==> src/rtl/vx_socket_req_sched.sv <==
// ---------------------------------------------------------------------------
// vx_socket_req_sched
//
// Socket-level scheduler that shares a single cache request port among
// NUM_INPUTS cores. Requests are arbitrated round-robin. Each core may have
// at most MAX_PENDING reads outstanding. The winning core's index is appended
// in the LSBs of the outgoing tag, and responses are steered back to the core
// named by those LSBs.
//
// Ports
//   clk, reset                 clock (rising edge), async active-low reset
//   in_req_*  (per core)       valid/rw/addr/data/tag in, ready out (one-hot)
//   out_req_* (shared)         registered request towards the cache
//   rsp_*     (shared)         cache response in; rsp_ready back to cache
//   in_rsp_*  (per core)       one-hot valid, broadcast data/tag, ready in
//   busy                       request held or any read still outstanding
//   rsp_err                    sticky: response to an idle or nonexistent core
// ---------------------------------------------------------------------------
module vx_socket_req_sched #(
  parameter int NUM_INPUTS  = 4,
  parameter int ADDR_WIDTH  = 32,
  parameter int DATA_WIDTH  = 32,
  parameter int TAG_WIDTH   = 8,
  parameter int MAX_PENDING = 4,
  parameter int SEL_BITS    = (NUM_INPUTS > 1) ? $clog2(NUM_INPUTS) : 1,
  parameter int OTAG_W      = TAG_WIDTH + SEL_BITS
) (
  input  logic                             clk,
  input  logic                             reset,

  input  logic [NUM_INPUTS-1:0]            in_req_valid,
  input  logic [NUM_INPUTS-1:0]            in_req_rw,
  input  logic [NUM_INPUTS*ADDR_WIDTH-1:0] in_req_addr,
  input  logic [NUM_INPUTS*DATA_WIDTH-1:0] in_req_data,
  input  logic [NUM_INPUTS*TAG_WIDTH-1:0]  in_req_tag,
  output logic [NUM_INPUTS-1:0]            in_req_ready,

  output logic                             out_req_valid,
  output logic                             out_req_rw,
  output logic [ADDR_WIDTH-1:0]            out_req_addr,
  output logic [DATA_WIDTH-1:0]            out_req_data,
  output logic [OTAG_W-1:0]                out_req_tag,
  input  logic                             out_req_ready,

  input  logic                             rsp_valid,
  input  logic [DATA_WIDTH-1:0]            rsp_data,
  input  logic [OTAG_W-1:0]                rsp_tag,
  output logic                             rsp_ready,

  output logic [NUM_INPUTS-1:0]            in_rsp_valid,
  output logic [NUM_INPUTS*DATA_WIDTH-1:0] in_rsp_data,
  output logic [NUM_INPUTS*TAG_WIDTH-1:0]  in_rsp_tag,
  input  logic [NUM_INPUTS-1:0]            in_rsp_ready,

  output logic                             busy,
  output logic                             rsp_err
);

  // Counter just wide enough to hold MAX_PENDING.
  localparam int CNT_W = $clog2(MAX_PENDING + 1);

  logic [NUM_INPUTS-1:0] eligible;
  logic [NUM_INPUTS-1:0] pend_zero;
  logic [NUM_INPUTS-1:0] pend_inc;
  logic [NUM_INPUTS-1:0] pend_dec;
  logic [CNT_W-1:0]      pend [NUM_INPUTS];

  logic [SEL_BITS-1:0]   rr_ptr;
  logic [SEL_BITS-1:0]   win_idx;
  logic [SEL_BITS:0]     cand;
  logic                  win_found;
  logic                  accept;

  logic [SEL_BITS-1:0]   rsp_idx;
  logic                  rsp_idx_ok;

  // A core may compete when it has a request and, for reads, a free credit.
  // Writes never consume credits, so they are never blocked by the limit.
  always_comb begin
    eligible  = '0;
    pend_zero = '0;
    for (int i = 0; i < NUM_INPUTS; i++) begin
      pend_zero[i] = (pend[i] == '0);
      eligible[i]  = in_req_valid[i] & (in_req_rw[i] | (pend[i] < CNT_W'(MAX_PENDING)));
    end
  end

  // Round-robin pick: scan from rr_ptr upward, wrapping at NUM_INPUTS, and
  // take the first eligible core. cand carries one extra bit so the sum
  // before wrapping cannot overflow.
  always_comb begin
    win_found = 1'b0;
    win_idx   = '0;
    cand      = '0;
    for (int off = 0; off < NUM_INPUTS; off++) begin
      cand = {1'b0, rr_ptr} + (SEL_BITS+1)'(off);
      if (cand >= (SEL_BITS+1)'(NUM_INPUTS)) begin
        cand = cand - (SEL_BITS+1)'(NUM_INPUTS);
      end
      if (!win_found && eligible[cand[SEL_BITS-1:0]]) begin
        win_found = 1'b1;
        win_idx   = cand[SEL_BITS-1:0];
      end
    end
  end

  // The output register can take a new request when empty or draining.
  assign accept = win_found & (~out_req_valid | out_req_ready);

  // Response steering uses the index bits that were appended on issue.
  // Indices with no matching core are swallowed and flagged.
  assign rsp_idx    = rsp_tag[SEL_BITS-1:0];
  assign rsp_idx_ok = ({1'b0, rsp_idx} < (SEL_BITS+1)'(NUM_INPUTS));
  assign rsp_ready  = rsp_idx_ok ? in_rsp_ready[rsp_idx] : 1'b1;

  assign in_rsp_data = {NUM_INPUTS{rsp_data}};
  assign in_rsp_tag  = {NUM_INPUTS{rsp_tag[OTAG_W-1:SEL_BITS]}};

  // Per-core grant, response valid and credit up/down events.
  always_comb begin
    in_req_ready = '0;
    in_rsp_valid = '0;
    pend_inc     = '0;
    pend_dec     = '0;
    for (int i = 0; i < NUM_INPUTS; i++) begin
      in_req_ready[i] = accept & (win_idx == SEL_BITS'(i));
      in_rsp_valid[i] = rsp_valid & rsp_idx_ok & (rsp_idx == SEL_BITS'(i));
      pend_inc[i]     = in_req_ready[i] & ~in_req_rw[i];
      pend_dec[i]     = in_rsp_valid[i] & in_rsp_ready[i];
    end
  end

  // Output stage: capture the winner on accept; otherwise hold until the
  // cache takes it. The pointer moves past the winner only on accept.
  always_ff @(posedge clk or negedge reset) begin
    if (!reset) begin
      out_req_valid <= 1'b0;
      out_req_rw    <= 1'b0;
      out_req_addr  <= '0;
      out_req_data  <= '0;
      out_req_tag   <= '0;
      rr_ptr        <= '0;
    end else if (accept) begin
      out_req_valid <= 1'b1;
      out_req_rw    <= in_req_rw[win_idx];
      out_req_addr  <= in_req_addr[win_idx*ADDR_WIDTH +: ADDR_WIDTH];
      out_req_data  <= in_req_data[win_idx*DATA_WIDTH +: DATA_WIDTH];
      out_req_tag   <= {in_req_tag[win_idx*TAG_WIDTH +: TAG_WIDTH], win_idx};
      rr_ptr        <= (win_idx == SEL_BITS'(NUM_INPUTS-1)) ? '0 : win_idx + SEL_BITS'(1);
    end else if (out_req_ready) begin
      out_req_valid <= 1'b0;
    end
  end

  // Credit counters. A simultaneous issue and return cancel out. A return
  // to a core with nothing outstanding leaves the counter at zero and is
  // reported through rsp_err instead of wrapping.
  always_ff @(posedge clk or negedge reset) begin
    if (!reset) begin
      for (int i = 0; i < NUM_INPUTS; i++) begin
        pend[i] <= '0;
      end
      rsp_err <= 1'b0;
    end else begin
      for (int i = 0; i < NUM_INPUTS; i++) begin
        if (pend_inc[i] && !pend_dec[i]) begin
          pend[i] <= pend[i] + CNT_W'(1);
        end else if (pend_dec[i] && !pend_inc[i] && !pend_zero[i]) begin
          pend[i] <= pend[i] - CNT_W'(1);
        end
      end
      rsp_err <= rsp_err | (rsp_valid & ~rsp_idx_ok) | (|(pend_dec & pend_zero));
    end
  end

  assign busy = out_req_valid | ~(&pend_zero);

endmodule

==> config.mk <==
export PLATFORM = sky130hd
export DESIGN_NAME = vx_socket_req_sched
export DESIGN_NICKNAME = d
export VERILOG_FILES = /design/src/rtl/vx_socket_req_sched.sv
export SDC_FILE = /design/constraint.sdc
export NUM_CORES = 1
export LEC_CHECK = 0
export ABC_AREA = 1
export BUFFER_PORTS_ARGS = -buffer_cell sky130_fd_sc_hd__buf_4
export CORE_AREA = 2 2 228 230
export CTS_BUF_LIST = sky130_fd_sc_hd__clkbuf_8
export DETAILED_ROUTE_END_ITERATION = 12
export DIE_AREA = 0 0 230 232
export SLEW_MARGIN = 10
export SYNTH_ARGS = -nofsm -noshare
export SYNTH_HDL_FRONTEND = slang
export SYNTH_SLANG_ARGS = --single-unit
==> constraint.sdc <==
create_clock -name clk -period 6.9 [get_ports clk]
set_input_delay 1.38 -clock clk [delete_from_list [all_inputs] [get_ports clk]]
set_output_delay 1.38 -clock clk [all_outputs]
set_load 0.005 [all_outputs]
**After elaboration in Yosys (flattened, before gate mapping)**

Cells that the tools add are included.

- Register bits after elaboration: 91
- Bits in latches: 0
- Bits in writable memories: 0
- Memory bits (read-only): 0
- Bits of input ports: 346
- Output and inout port bits: 247
- Logic and storage cells: 163
- Memories kept: 0

- Add/sub/neg operators: 16
- Multipliers: 0
- Divide/modulo/power cells: 0
- $lt $le $gt $ge: 14
- Eq/ne operators: 6
- Shifts and indexed selects: 3
- Multiplexer cells: 35
- Bitwise logic cells: 35
- Reduce and logical (&&, ||, !) cells: 43

Operators by type and width:

| cell | number |
|---|---|
| variable part select 128 x 8 -> 32 bit | 2 |
| variable part select 32 x 6 -> 8 bit | 1 |
| two-way mux 3 bit | 8 |
| bitwise AND 1 bit | 21 |
| less-than comparator 2 x 3 -> 1 bit (second input constant) | 6 |
| two-way mux 2 bit | 9 |
| logical AND 1 bit | 15 |
| logical NOT 1 bit | 15 |
| adder 3 x 1 -> 3 bit (second input constant) | 4 |
| binary-select mux 1 bit (select 2 bit) | 6 |
| logical NOT 3 bit | 4 |
| less-than comparator 3 bit (second input constant) | 4 |
| two-way mux 1 bit | 12 |
| subtractor 3 x 1 -> 3 bit (second input constant) | 4 |
| nonzero test 2 bit | 5 |
| greater-or-equal comparator 3 bit (second input constant) | 3 |
| equality test 2 bit (second input constant) | 4 |
| subtractor 2 x 1 -> 2 bit (second input constant) | 4 |
| bitwise OR 1 bit | 7 |
| adder 2 x 2 -> 3 bit (second input constant) | 2 |
| NOT 1 bit | 6 |
| bitwise AND 4 bit | 1 |
| equality test 2 x 1 -> 1 bit (second input constant) | 2 |
| logical NOT 2 bit | 2 |
| other kinds (5) | 5 |

**Longest topological paths before layout**

- Depth in word-level cells: 23
- Depth in mapped cells: 22
- Gate-level depth less buffers: 21

**Least setup slack after synthesis**

Ideal clock, no wire load.

- Path type: input-to-output
- From: input in_req_rw[2]
- To: output in_req_ready[3]
- Arrival time: 2.909 ns
- Required time: 5.520 ns
- Slack: 2.611 ns
- Stages on the path: 13
- Path buffers: 1
- Path through: inv_1 -> nand2_1 -> nand3_2 -> nand2_1 -> nand2_1 -> nand2_2 -> nand2_1 -> nand3_1 -> a21oi_4 -> buf_2 -> ha_1 -> inv_1 -> nor2_1

- Longest elaborated chain between the ends: 16
- Elaborated cells between the ends (all ways): 27
- Classes of those cells: eq/ne (1); mux (16); bitwise (4); reduce/logical (6)

Ends and longest elaborated chain:

| element | line | source |
|---|---|---|
| start: declaration | 32 | `input logic [NUM_INPUTS-1:0] in_req_rw,` |
| bitwise OR 1 bit * | 84 | `eligible[i] = in_req_valid[i] & (in_req_rw[i] \| (pend[i] < CNT_W'(MAX_PENDING)));` |
| bitwise AND 1 bit * | 84 |  |
| binary-select mux 1 bit (select 2 bit) | 100 | `if (!win_found && eligible[cand[SEL_BITS-1:0]]) begin` |
| two-way mux 1 bit (implied by the code) | 100 |  |
| two-way mux 1 bit | 100 |  |
| logical NOT 1 bit | 100 |  |
| logical AND 1 bit | 100 |  |
| two-way mux 1 bit | 100 |  |
| logical NOT 1 bit | 100 |  |
| logical AND 1 bit | 100 |  |
| two-way mux 1 bit | 100 |  |
| logical NOT 1 bit | 100 |  |
| logical AND 1 bit | 100 |  |
| two-way mux 2 bit or two-way mux 1 bit (tied branches) | 100 |  |
| equality test 2 bit or bitwise AND 1 bit (tied branches) | 126, 108 |  |
| bitwise AND 1 bit * | 126 | `in_req_ready[i] = accept & (win_idx == SEL_BITS'(i));` |
| end: declaration | 36 | `output logic [NUM_INPUTS-1:0] in_req_ready,` |

Every way passes the cells marked *; elsewhere a longest branch is shown, timed or not. The select of a mux whose other input is x is not followed.

**Final worst setup path**

- From: input in_req_rw[0]
- To: output in_req_ready[2]

Same word-level chain as after synthesis.

==> flow_summary.ini <==
[floorplan]
initial_utilization_pct = 14.1
core_sq_mm = 0.0509
die_h_microns = 232
row_count = 83
boundaryPins = 593
fp.dieW_microns = 230
dieArea_sq_mm = 0.0534

[routing]
drcViolationCount = 0
dr.pass1.iters = 5
wl_per_cell_microns = 15.0
drtIter0Drc = 442
top_layer = met5
wl_met1_mm = 11.4
drtAntennaViolNets = 0
routed_wl_mm = 28.8
dr_wl_met2_mm = 13.4
avgViaCountPerCell = 3.89
met3WireLength_mm = 2.73
vias = 7454

[logic_synthesis]
synth_area_leader_cell = dfrtp_1
syn-num-nets = 1383
synth_seq_cells = 91
synth_area_per_cell_sq_um = 6.98
synth.area.top_cells = dfrtp_1 (32%), buf_4 (17%), nand2_1 (16%)
netlist-cell-type-count = 33
ys_seq_area_share_pct = 31.6
async_reset_ff_share_pct = 100
synth_edf_count = 0
synth_ff_type = dfrtp_1
yosys-top-cells-count = nand2_1 (309), buf_4 (163), dfrtp_1 (91)
synth_area_sq_mm = 0.00720
yosysWarnings = 0
yosys.cell_count.top_type = nand2_1
synthCells = 1032
synth.top_cell.area_share_pct = 31.6

[clock_network]
clockBufferDepth = 2
cts_setup_buffers = 0
htree_levels = 3
cts_tree = yes
ctsRootBufferMaster = clkbuf_8
numCtsBuffers = 9
post_cts_resized = 0
postCtsHoldBufs = 0
insertion_delay_ps = 430
cts_sinks = 91
clk_pin_slew_ps = 90

[place]
portBuffers = 392
dp_cells = 1900
place_hpwl_mm = 22.8
pre_cts_ws_ps = 1740
place.gp.congestion = 0.958
placed_area_sq_mm = 0.00959

[sta]
slew_headroom_pct = 40.8
worst_pin_slew_ps = 887
report.final.slew_viol_count = 0
finalSetupViolations = 0
hold_slack_ps = 492
min_period_ps = 5090
clock.fmax_ghz = 0.197
rsz0062_at_grt = false
hold_violations = 0
setup_tns_ps = 0
fin_worst_skew_ps = 12.5
setup_slack_ps = 1810
finalCritPeriodShare_pct = 73.7

[global_routing]
overflow = 0
grt_max_degree = 88
grt_pass1_wl_mm = 42.6
track_usage_pct = 10.6
grt_pass1_vias = 7594
antenna_found_initial = 3

[finish]
areaGrowthSynthToFinish_pct = 36.1
finalNonFillerCells = 1915
fin_nets = 1582
final_core_util_pct = 19.3
drive_gt1_share_pct = 35.6
fin_area_sq_mm = 0.00980

[pwr]
powerDensity_mw_per_mm2 = 503
ir_drop_mv = 0.463
p_leak_nw = 4.95
total_power_mw = 4.93

[run]
cap_viol_max_count = 0

[critical_path]
crit_path_end_kind = primary output
cp_max_fo = 34
required_ps = 5520
worstPathArrival_ps = 3710
cp-start-kind = input port
path_class = input port to primary output

[run_status]
status = finished, final reports clean

[hold_path]
min_path_type = flop to flop
## layout by cell type (no fill, tap or decap), drive strengths merged
cell	synthesis	routed
diode	0	1
or2	1	1
ha	1	1
o221ai	14	14
fa	4	4
a31oi	20	20
nand4	3	3
dfrtp	91	91
nand3b	3	3
buf	198	400
bufinv	0	2
o21ai	70	70
nor2	74	74
inv	73	73
xor2	4	4
nand2	320	320
clkinvlp	0	2
nand3	68	68
clkbuf	14	9
a21oi	22	22
a22oi	39	39
clkinv	0	1
nor3	10	10
o211ai	2	2
a32oi	1	1
## worst paths after layout
kind	startpoint	endpoint	slack, ps	depth (start not counted)
worst max-delay path	in_req_rw[0]	in_req_ready[2]	1810	14
worst min-delay path	out_req_tag[1]$_DFFE_PN0P_	out_req_tag[1]$_DFFE_PN0P_	490	2
worst max register to register	rr_ptr[0]$_DFFE_PN0P_	pend[11]$_DFFE_PN0P_	2920	19
worst min register to register	out_req_tag[1]$_DFFE_PN0P_	out_req_tag[1]$_DFFE_PN0P_	490	2
max in group asynchronous	reset	out_req_addr[26]$_DFFE_PN0P_	4850	2
min in group asynchronous	reset	pend[1]$_DFFE_PN0P_	940	1
## metal layers
metal	global-route usage, %	vias to the layer above
li1	-	3580
met1	12.2	3410
met2	17.0	403
met3	4.35	57
met4	5.42	4
met5	0	-
## cell type report
| type | count | area (sq um) |
|---|---|---|
| Fill cell | 5797 | 41100 |
| Multi-Input combinational cell | 656 | 3180 |
| Timing Repair Buffer | 400 | 3000 |
| Sequential cell | 91 | 2280 |
| Tap cell | 680 | 851 |
| Inverter | 73 | 274 |
| Clock buffer | 9 | 124 |
| Clock inverter | 5 | 80.1 |
| Antenna cell | 1 | 2.50 |
## state kept, by name, summed over array words and instances, names as in the netlist
name,count
out_req_addr,32
out_req_data,32
pend,12
out_req_tag,10
rr_ptr,2
out_req_rw,1
out_req_valid,1
rsp_err,1
## power by group
group | total (mW) | leakage (nW) | internal (mW) | switching (mW)
combinational | 3.48 | 3.77 | 1.25 | 2.23
sequential | 1.03 | 1.09 | 0.835 | 0.198
clock | 0.419 | 0.0972 | 0.199 | 0.220
## cell families (layout without fill, tap and decap cells)
group	Yosys count	after routing	synth area share [%]
flip-flops	91	91	31.6
other	0	1	0
XOR/XNOR	4	4	0.487
AO/OA/AOI/OAI	168	168	14.4
AND/OR/NAND/NOR	479	479	27.8
buffers and inverters	285	487	24.4
adder cells (fa/ha/maj)	5	5	1.29
## worst max-delay path, cell delays in order
cell     delay, ps
buf_4          110
inv_1          150
nand2_1        100
nand3_1        110
nand2_1         90
nand2_1         80
nand2_2        100
nand2_1         90
nand3_1        150
a21oi_4        180
buf_4          360
buf_4          460
nor2_2         160
buf_4          180
Note: power is estimated with default switching activity, not from simulation.
